$ cat src/rtl/cpu_pkg.sv
// cpu_pkg: shared widths, opcode constants and the fetch FSM encoding.
//   CPU_ADDR_W / CPU_DATA_W : default instruction word-address / data widths
//   OP_*                    : opcode values found in inst[31:28]
//   fetch_state_t           : instruction fetch FSM states
package cpu_pkg;
  localparam int CPU_ADDR_W = 16;
  localparam int CPU_DATA_W = 32;

  localparam logic [3:0] OP_STORE = 4'h2;
  localparam logic [3:0] OP_HALT  = 4'hF;

  typedef enum logic [1:0] {
    ST_IDLE  = 2'd0,
    ST_FETCH = 2'd1,
    ST_HALT  = 2'd2
  } fetch_state_t;
endpackage

$ cat src/rtl/if_id_reg.sv
// if_id_reg: valid/ready output stage between fetch and decode.
//   clk, rst_n          : clock, async active-low reset (clears valid and data)
//   load                : capture in_inst/in_pc and mark valid
//   flush               : drop the held word (wins over load and accept)
//   out_ready           : downstream accept; clears valid when nothing loads
//   in_inst, in_pc      : word and its address to capture
//   out_valid/inst/pc   : registered output
module if_id_reg
  import cpu_pkg::*;
#(
  parameter int ADDR_W = CPU_ADDR_W,
  parameter int DATA_W = CPU_DATA_W
) (
  input  logic              clk,
  input  logic              rst_n,
  input  logic              load,
  input  logic              flush,
  input  logic              out_ready,
  input  logic [DATA_W-1:0] in_inst,
  input  logic [ADDR_W-1:0] in_pc,
  output logic              out_valid,
  output logic [DATA_W-1:0] out_inst,
  output logic [ADDR_W-1:0] out_pc
);
  logic              valid_q, valid_d;
  logic [DATA_W-1:0] inst_q, inst_d;
  logic [ADDR_W-1:0] pc_q, pc_d;

  always_comb begin
    valid_d = valid_q;
    inst_d  = inst_q;
    pc_d    = pc_q;
    if (flush) begin
      valid_d = 1'b0;
    end else if (load) begin
      valid_d = 1'b1;
      inst_d  = in_inst;
      pc_d    = in_pc;
    end else if (valid_q && out_ready) begin
      valid_d = 1'b0;
    end
  end

  always_ff @(posedge clk or negedge rst_n) begin
    if (!rst_n) begin
      valid_q <= 1'b0;
      inst_q  <= '0;
      pc_q    <= '0;
    end else begin
      valid_q <= valid_d;
      inst_q  <= inst_d;
      pc_q    <= pc_d;
    end
  end

  assign out_valid = valid_q;
  assign out_inst  = inst_q;
  assign out_pc    = pc_q;
endmodule

$ cat src/rtl/instruction_fetch.sv
// instruction_fetch: PC + fetch FSM driving an async-read instruction memory.
//   clk, rst_n         : clock, async active-low reset
//   start              : leave IDLE and begin fetching at the current PC
//   inst_address       : word address to memory (always the PC)
//   read_data          : combinational memory data for inst_address
//   redirect_valid/tgt : branch/jump; flushes output and reloads PC (not in IDLE)
//   out_valid/ready    : handshake to decode; out_inst/out_pc carry the word
//   halted             : high while in HALT
module instruction_fetch
  import cpu_pkg::*;
#(
  parameter int              ADDR_W   = CPU_ADDR_W,
  parameter int              DATA_W   = CPU_DATA_W,
  parameter logic [ADDR_W-1:0] RESET_PC = '0,
  parameter logic [3:0]      HALT_OP  = OP_HALT
) (
  input  logic              clk,
  input  logic              rst_n,
  input  logic              start,
  output logic [ADDR_W-1:0] inst_address,
  input  logic [DATA_W-1:0] read_data,
  input  logic              redirect_valid,
  input  logic [ADDR_W-1:0] redirect_target,
  output logic              out_valid,
  input  logic              out_ready,
  output logic [DATA_W-1:0] out_inst,
  output logic [ADDR_W-1:0] out_pc,
  output logic              halted
);
  fetch_state_t      state_q, state_d;
  logic [ADDR_W-1:0] pc_q, pc_d;
  logic              load, flush;

  always_comb begin
    state_d = state_q;
    pc_d    = pc_q;
    load    = 1'b0;
    flush   = 1'b0;
    // Redirect outranks everything once running; the redirect cycle never
    // loads, which is what produces the single bubble.
    if (redirect_valid && state_q != ST_IDLE) begin
      flush   = 1'b1;
      pc_d    = redirect_target;
      state_d = ST_FETCH;
    end else begin
      case (state_q)
        ST_IDLE: if (start) state_d = ST_FETCH;
        ST_FETCH: begin
          if (!out_valid || out_ready) begin
            load = 1'b1;
            pc_d = pc_q + 1'b1;
            // Halt word is still delivered; only further fetches stop.
            if (read_data[DATA_W-1 -: 4] == HALT_OP) state_d = ST_HALT;
          end
        end
        ST_HALT: ;
        default: state_d = ST_IDLE;
      endcase
    end
  end

  always_ff @(posedge clk or negedge rst_n) begin
    if (!rst_n) begin
      state_q <= ST_IDLE;
      pc_q    <= RESET_PC;
    end else begin
      state_q <= state_d;
      pc_q    <= pc_d;
    end
  end

  if_id_reg #(.ADDR_W(ADDR_W), .DATA_W(DATA_W)) u_if_id (
    .clk      (clk),
    .rst_n    (rst_n),
    .load     (load),
    .flush    (flush),
    .out_ready(out_ready),
    .in_inst  (read_data),
    .in_pc    (pc_q),
    .out_valid(out_valid),
    .out_inst (out_inst),
    .out_pc   (out_pc)
  );

  assign inst_address = pc_q;
  assign halted       = (state_q == ST_HALT);
endmodule

$ cat config.mk
export PLATFORM = sky130hd
export DESIGN_NAME = instruction_fetch
export DESIGN_NICKNAME = d
export VERILOG_FILES = /design/src/rtl/cpu_pkg.sv /design/src/rtl/if_id_reg.sv /design/src/rtl/instruction_fetch.sv
export SDC_FILE = /design/constraint.sdc
export NUM_CORES = 1
export LEC_CHECK = 0
export BUFFER_PORTS_ARGS = -buffer_cell sky130_fd_sc_hd__clkbuf_2
export CORE_MARGIN = 2
export CORE_UTILIZATION = 35
export CTS_CLUSTER_SIZE = 40
export DETAILED_ROUTE_END_ITERATION = 7
export PLACE_DENSITY = 0.63
export SETUP_SLACK_MARGIN = 0.02
export SYNTH_ARGS = -nofsm -noshare
export SYNTH_HDL_FRONTEND = slang
export SYNTH_SLANG_ARGS = --single-unit
$ cat constraint.sdc
create_clock -name clk -period 3.4 [get_ports clk]
set_clock_uncertainty 0.15 [all_clocks]
set_input_delay 0.17 -clock clk [delete_from_list [all_inputs] [get_ports clk]]
set_output_delay 0.17 -clock clk [all_outputs]
set_load 0.02 [all_outputs]
After elaboration in Yosys (flattened, before gate mapping)

Index checks and enable logic that the tools add are counted.
W data, S select, Z words.

Memories: 0
Flip-flop bits (word level): 67
Word-level logic and storage cells: 41
Latch bits: 0
Output and inout port bits: 66
ROM bits: 0
Memory bits (writable): 0

Reductions and logical operators: 12
Order comparisons: 0
$add $sub $neg: 1
Multiplexer cells: 15
Multiply operators: 0
Shift-type cells: 0
Divide/modulo/power cells: 0
Equal/unequal tests: 7
Bitwise logic cells: 1

Operator list:

| cell                    | number |
|---|---|
| $mux W16                | 3 |
| $add A16 B1 Y16 const B | 1 |
| $ne A3 B3 Y1 const B    | 3 |
| $mux W2                 | 4 |
| $mux W1                 | 7 |
| $pmux W2 S3             | 1 |
| $reduce_bool A2 Y1      | 3 |
| $eq A4 B4 Y1 const B    | 1 |
| $reduce_and A2 Y1       | 2 |
| $reduce_and A4 Y1       | 1 |
| $reduce_bool A3 Y1      | 1 |
| $eq A2 B1 Y1 const B    | 1 |
| $eq A2 B2 Y1 const B    | 1 |
| $logic_and A1 B1 Y1     | 2 |
| $logic_not A2 Y1        | 1 |
| $ne A2 B1 Y1 const B    | 1 |
| $logic_not A1 Y1        | 1 |
| $logic_or A1 B1 Y1      | 1 |
| $not A1 Y1              | 1 |

Logic depth before layout (Yosys ltp)

Gate-level depths: netlist (run 1).

Depth in word-level cells: 7
Depth in mapped cells: 8
Mapped depth without buffers: 5

Hierarchy

From an unflattened synthesis (run 1), not the netlist that was laid out.

Cell total of the unflattened synthesis: 226
Area, all modules: 2,997.9 um^2

By module, submodules not included:

| module            | instances | area an instance (um^2) | seq. area each (um^2) | cells an instance |
|---|---|---|---|---|
| if_id_reg         | 1         | 1,936.9                 | 1,226.2               | 106 |
| instruction_fetch | 1         | 1,061.0                 | 450.4                 | 120 |

Worst setup path after synthesis (run 1)

No wires, ideal clock.

Path kind: register -> register
From: register pc_q[4] (netlist: inst_address[4])
To: register pc_q[15] (netlist: inst_address[15])
Library setup time: 70 ps
Path slack: 1,385 ps
Stages on the path, launching flop included: 5
Period minus slack after synthesis: 2,015 ps
Arrival: 1,796 ps
Cells stage by stage: dfrtp_1 > nand4_1 > or3_1 > or4_1 > nand3_1

Cells in the longest elaborated chain, start to end: 4

RTL lines:

| element                | line                    | RTL |
|---|---|---|
| from (decl)            | instruction_fetch.sv:31 | `logic [ADDR_W-1:0] pc_q, pc_d;` |
| from (signal assigned) | instruction_fetch.sv:68 | `pc_q <= pc_d;` |
| $add A16 B1 Y16        | instruction_fetch.sv:51 | `pc_d = pc_q + 1'b1;` |
| $mux W16               | instruction_fetch.sv:49 | `if (!out_valid \|\| out_ready) begin` |
| $mux W16               | instruction_fetch.sv:46 | `case (state_q)` |
| $mux W16               | instruction_fetch.sv:41 | `if (redirect_valid && state_q != ST_IDLE) begin` |

Every way passes these cells. The select of a mux whose other input is x is not followed.
A chain may end at the register's enable or synchronous reset.

Worst setup path after layout (run 1)

From: input port redirect_valid
To: register pc_q[15] (netlist: inst_address[15])

Cells in the longest elaborated chain, start to end: 3
Elaborated cells between the ends (all ways): 5

RTL lines:

| element                      | line                    | RTL |
|---|---|---|
| from (decl)                  | instruction_fetch.sv:22 | `input logic redirect_valid,` |
| $logic_and A1 B1 Y1 (*)      | instruction_fetch.sv:41 |  |
| $reduce_bool A2 Y1 (no line) | -                       |  |
| $reduce_and A2 Y1 (no line)  | -                       |  |

Every way passes the cells marked *; elsewhere a longest branch is shown, timed or not.

==> results of run 1 <==
[per-layer routing]
layer / track usage [%] / vias to the layer above / wire [um]
met2: 30.0 / 97 / 3840
met1: 23.0 / 1331 / 3760
li1: - / 1410 / -
met3: 5.87 / 4 / 565
met5: 0 / - / 0
met4: 5.00 / 0 / 44
[cells by family after synthesis]
kind of cell               count (synthesis)
and+or+nand+nor                          187
buffers and inverters                     22
xor gates and xnor gates                   1
muxes                                      3
adders and majority gates                  1
AOI/OAI and AO/OA                         45
DFF                                       67
[final cells by class]
type,count,area share (%)
repair buffers,169,25.7
clock inverters,5,0.645
clock buffers,11,3.55
well taps,105,3.08
multi-input cells,237,27.4
flip-flops and latches,67,39.3
inverters,4,0.352
[worst register-to-register path: stages, from the launching register on]
cell and delay [ps]:
dfrtp_1 460, or3b_1 500, nand2b_4 510, or4_1 640, nand3_1 90
[sequential cells by signal (all words and copies together), names as in the netlist]
name               cells
inst_address          16
u_if_id.out_valid      1
u_if_id.out_pc        16
u_if_id.out_inst      32
state_q                2
[path summary, 6_finish.rpt]
kind / endpoint / slack [ps] / cells after the start
max in group asynchronous: inst_address[4]$_DFFE_PN0P_ / 2120 / 3
worst min-delay path: inst_address[10]$_DFFE_PN0P_ / 50 / 3
worst max register to register: inst_address[15]$_DFFE_PN0P_ / 990 / 4
min in group asynchronous: state_q[1]$_DFFE_PN0P_ / 400 / 3
worst max-delay path: inst_address[15]$_DFFE_PN0P_ / 910 / 6
worst min register to register: u_if_id.out_inst[29]$_DFFE_PN0P_ / 330 / 2
[cells in the final DEF, fill, tap and decap left out, types with 3 or more instances in the layout]
cell             n
and3_1           4
nand3_1          7
a22oi_1          5
nor3_1           7
nor2_1           7
o21ai_0         14
clkbuf_8        11
o211ai_1         3
dfrtp_1         67
a21o_1           3
a221o_1          5
inv_1            4
a21oi_1          5
dlygate4sd3_1   49
clkinv_2         4
clkbuf_2       117
nand4_1          5
nand2_1        140
nor3b_1          4
[per-stage QoR]
stage | area, um^2 | power [W] | hold slack (ps)
after detailed placement | 3600 | 0.00167 | 221
after global placement | 3600 | 0.00166 | 214
after global routing | 4270 | 0.00244 | 12.1
final | 4270 | 0.00229 | 45.3
after CTS | 4270 | 0.00232 | 13.1
after floorplan | 2950 | 0.00142 | -276
[power breakdown]
group / internal, W / leakage (nW) / switching [W]
combinational: 0.000240 / 1.33 / 0.000407
sequential: 0.000934 / 0.823 / 0.000118
clock: 0.000299 / 0.0949 / 0.000291
total: 0.00147 / 2.25 / 0.000816
==> out/metrics.csv, run 1 <==
metric;value;unit
outcome;completed;
rsz0062_at_grt;no;
post-dp-hpwl;5270;um
tightest_slew;899;ps
place_congestion;0.829;
register_area;1680;um^2
coreArea;8180;um^2
syn_nets;380;
grt_antenna_before_repair;0;
cp_max_fo;66;
yosys.area_share.simple;27.2;%
track_usage;18.2;%
cts.sinks;67;
vias_per_cell;4.75;
gr-total-overflow;0;
critPathKind;in2reg;
critPathBufInv;2;
syn_area;2950;um^2
insertion_delay;330;ps
rows;33;
relSlewSlack;39.7;%
vias;2842;
start_kind;primary input;
start_util;36.0;%
avgSynthCellArea;9.04;um^2
peakVddDrop;0.000212;V
synth_area_leaders;dfrtp_1 57%, nand2_1 18%, o21ai_0 2.4%;
cts_tree;done;
yosysWarnings;0;
finalCritPeriodShare;73.3;%
grt_max_degree;68;
finalWorstSetupSlack;909;ps
portBuffers;118;
htreeDepth;3;
ys_seq_area_share;56.9;%
setup_violations;0;
synth_edf_count;0;
post_cts_resized;0;
synth-main-ff-cell;dfrtp_1;
synthXorXnorAreaFrac;0.297;%
drc;0;
multi_input_area;1170;um^2
tns;0;ps
synth_top_area_share;56.9;%
leakage;2.25;nW
r2r-start;state_q[1]$_DFFE_PN0P_;
grt_pass1_wl;12800;um
worstPathArrival;2600;ps
drt-total-wl;8220;um
stdcell_count;598;
required;3510;ps
fin_crit;2490;ps
ys_top_cells_by_count;140 x nand2_1, 67 x dfrtp_1, 14 x o21ai_0;
synth_mux_area_share;1.06;%
hold_viol;0;
synth.distinct_cells;37;
worstHoldStart;redirect_target[10];
yosys.cell_count.top_type;nand2_1;
synth_area_leader_cell;dfrtp_1;
slowest_stage;or4_1;
dieArea;9170;um^2
cts_buffers;9;
yosys.area_share.adder;0.425;%
drv_cap;0;
numPlacedInstances;533;
fin_util;52.2;%
cts_setup_buffers;0;
fillerInstances;760;
drive_gt1_share;28.4;%
synthCells;326;
drt-wirelength-per-cell;13.7;um
worst_setup_path_end_kind;register;
fp.dieH;95.8;um
initialDrtViolationCount;101;
place_ws;1000;ps
antennaDiodeCount;0;
synth-compound-area-share;10.5;%
hp-class;in2reg;
top_level_ports;119;
cts_buffer_depth;2;
detail-route-antenna-nets;0;
slowest_delay;630;ps
crit_family;simple AND/OR/NAND/NOR gates;
ys_seq_elements;67;
areaGrowthSynthToFinish;44.9;%
power_density;536;nW/um^2
crit_path_cell_trace;dlygate4sd3_1 -> clkbuf_2 -> or3b_1 -> nand2b_4 -> or4_1 -> nand3_1;
synth_top_family_by_area;simple AND/OR/NAND/NOR gates;
hold_buffers;49;
clk_pin_slew_worst_paths;70;ps
first_pass_iters;4;
slew_viol_final;0;
final_nets;542;
fp.dieW;95.8;um
clock.fmax;401;MHz
grt_pass1_vias;2687;
crit_path_start;redirect_valid;
cts_root_buf;clkbuf_8;
async_reset_ff_share;100;%
(Power assumes the default switching activity.)
==> inputs of run 2 (changes only) <==
PLACE_DENSITY = 0.65   (was 0.63)
clock period = 2.16 ns   (was 3.4 ns; I/O delays follow)
==> run 2 against run 1 <==
Against the previous run:
- via count rose by 2.1%
- global-route usage is 0.64 points higher
- critical path type unchanged
- die area unchanged
- non-clock buffer count is 12 higher
- largest power group unchanged
==> out/metrics.csv, run 2 (synthesis gave the netlist of run 1 again) <==
metric;value;unit;change
outcome;completed;;
rsz0062_at_grt;no;;
drc;0;;unchanged
cts_root_buf;clkbuf_8;;
grt_antenna_before_repair;0;;unchanged
place_congestion;0.819;;-1.3%
fp.dieW;95.8;um;unchanged
cts_buffers;9;;unchanged
critPathKind;in2reg;;
power_density;822;nW/um^2;+53%
initialDrtViolationCount;104;;+3.0%
slowest_delay;530;ps;-100 ps
detail-route-antenna-nets;0;;unchanged
grt_pass1_vias;2846;;+5.9%
fp.dieH;95.8;um;unchanged
dieArea;9170;um^2;unchanged
clk_pin_slew_worst_paths;70;ps;about the same
track_usage;18.8;%;+0.64 points
slowest_stage;dlygate4sd3_1;;
areaGrowthSynthToFinish;48.5;%;
slew_viol_final;0;;unchanged
drv_cap;0;;unchanged
portBuffers;118;;unchanged
first_pass_iters;4;;unchanged
stdcell_count;609;;+1.8%
relSlewSlack;40.2;%;+0.49 points
peakVddDrop;0.000346;V;+64%
largest_reg_flops;32;;unchanged
grt_max_degree;68;;unchanged
vias;2903;;+2.1%
crit_family;buffers and inverters;;
hp-class;in2reg;;
cts.sinks;67;;unchanged
crit_path_cell_trace;dlygate4sd3_1 -> clkbuf_2 -> or3b_4 -> nand2b_4 -> buf_4 -> o21ai_0 -> a221o_1;;
required;2280;ps;-1230 ps
worstPathArrival;2080;ps;-520 ps
coreArea;8180;um^2;unchanged
start_util;36.0;%;unchanged
numPlacedInstances;541;;+1.5%
grt_pass1_wl;13300;um;+3.8%
tightest_slew;891;ps;-7.27 ps
critPathBufInv;3;;+1
drive_gt1_share;29.6;%;+1.2 points
vias_per_cell;4.77;;+0.30%
tns;0;ps;unchanged
final_common_cell;nand2_1;;
top_level_ports;119;;unchanged
final_nets;554;;+2.2%
cts_buffer_depth;2;;unchanged
rows;33;;unchanged
gr-total-overflow;0;;unchanged
cp_max_fo;20;;-70%
fin_util;53.5;%;+1.3 points
cts_tree;done;;
setup_violations;0;;unchanged
htreeDepth;3;;unchanged
hold_viol;0;;unchanged
antennaDiodeCount;0;;unchanged
post-dp-hpwl;5540;um;+5.1%
finalCritPeriodShare;90.7;%;
final_cell_mix;140 x nand2_1, 117 x clkbuf_2, 66 x dfrtp_1, 51 x dlygate4sd3_1, 14 x o21ai_0;;
clock.fmax;510;MHz;
insertion_delay;330;ps;about the same
worst_setup_path_end_kind;register;;
drt-wirelength-per-cell;13.6;um;-0.81%
start_kind;primary input;;
leakage;2.30;nW;+2.3%
drt-total-wl;8300;um;+1.0%
fin_crit;1960;ps;
## run 2: timing repair
action                                 CTS  global route
endpoints found under the hold margin  117             0
buffers inserted                         0             2
setup endpoints to repair                0             7
hold buffers                            51             0
gates resized for setup                  0             2
## run 2: cell type report
class                           count  area, um^2
Fill cell                         766        3800
Tap cell                          105         131
Multi-Input combinational cell    237        1170
Sequential cell                    67        1680
Clock buffer                       12         145
Timing Repair Buffer              181        1220
Inverter                            4        15.0
Clock inverter                      3        15.0
## run 2: worst paths after layout
path / startpoint / to / slack [ps] / depth (start not counted)
min in group asynchronous: rst_n / inst_address[1]$_DFFE_PN0P_ / 140 / 3
max: redirect_valid / inst_address[3]$_DFFE_PN0P_ / 200 / 7
min: redirect_target[9] / inst_address[9]$_DFFE_PN0P_ / 60 / 4
max in group asynchronous: rst_n / u_if_id.out_inst[19]$_DFFE_PN0P_ / 1360 / 3
max reg2reg: u_if_id.out_valid$_DFFE_PN0P_ / state_q[0]$_DFFE_PN0P_ / 210 / 6
min reg2reg: u_if_id.out_inst[11]$_DFFE_PN0P_ / u_if_id.out_inst[11]$_DFFE_PN0P_ / 320 / 2
## run 2: metrics by stage
stage               power, W  cell area, um^2  hold WS, ps  setup slack, ps
floorplan            0.00223             2950         -338              145
global placement     0.00264             3680         6.86              119
detailed placement   0.00266             3680         14.9              100
CTS                  0.00363             4360         59.7             33.7
global route         0.00383             4370         90.0             58.9
finish               0.00360             4370         64.9              200
## run 2: routing by layer
layer  share of wire, %  GRT usage (%)
met4                1.8           8.45
met5                  0              0
met2                 46           30.5
met1                 46           24.2
met3                6.3           4.07
## run 2: power breakdown
part,leakage (nW),switching [W],internal [W]
clock network,0.0860,0.000448,0.000437
registers,0.822,0.000168,0.00147
logic,1.39,0.000662,0.000411
## run 2: worst register-to-register path: cells and delay by family (launching register included)
| family | cells | cell delay (ps) |
|---|---|---|
| buf+inv | 2 | 730 |
| simple gates | 2 | 330 |
| compound gates | 2 | 320 |
| flops | 1 | 360 |
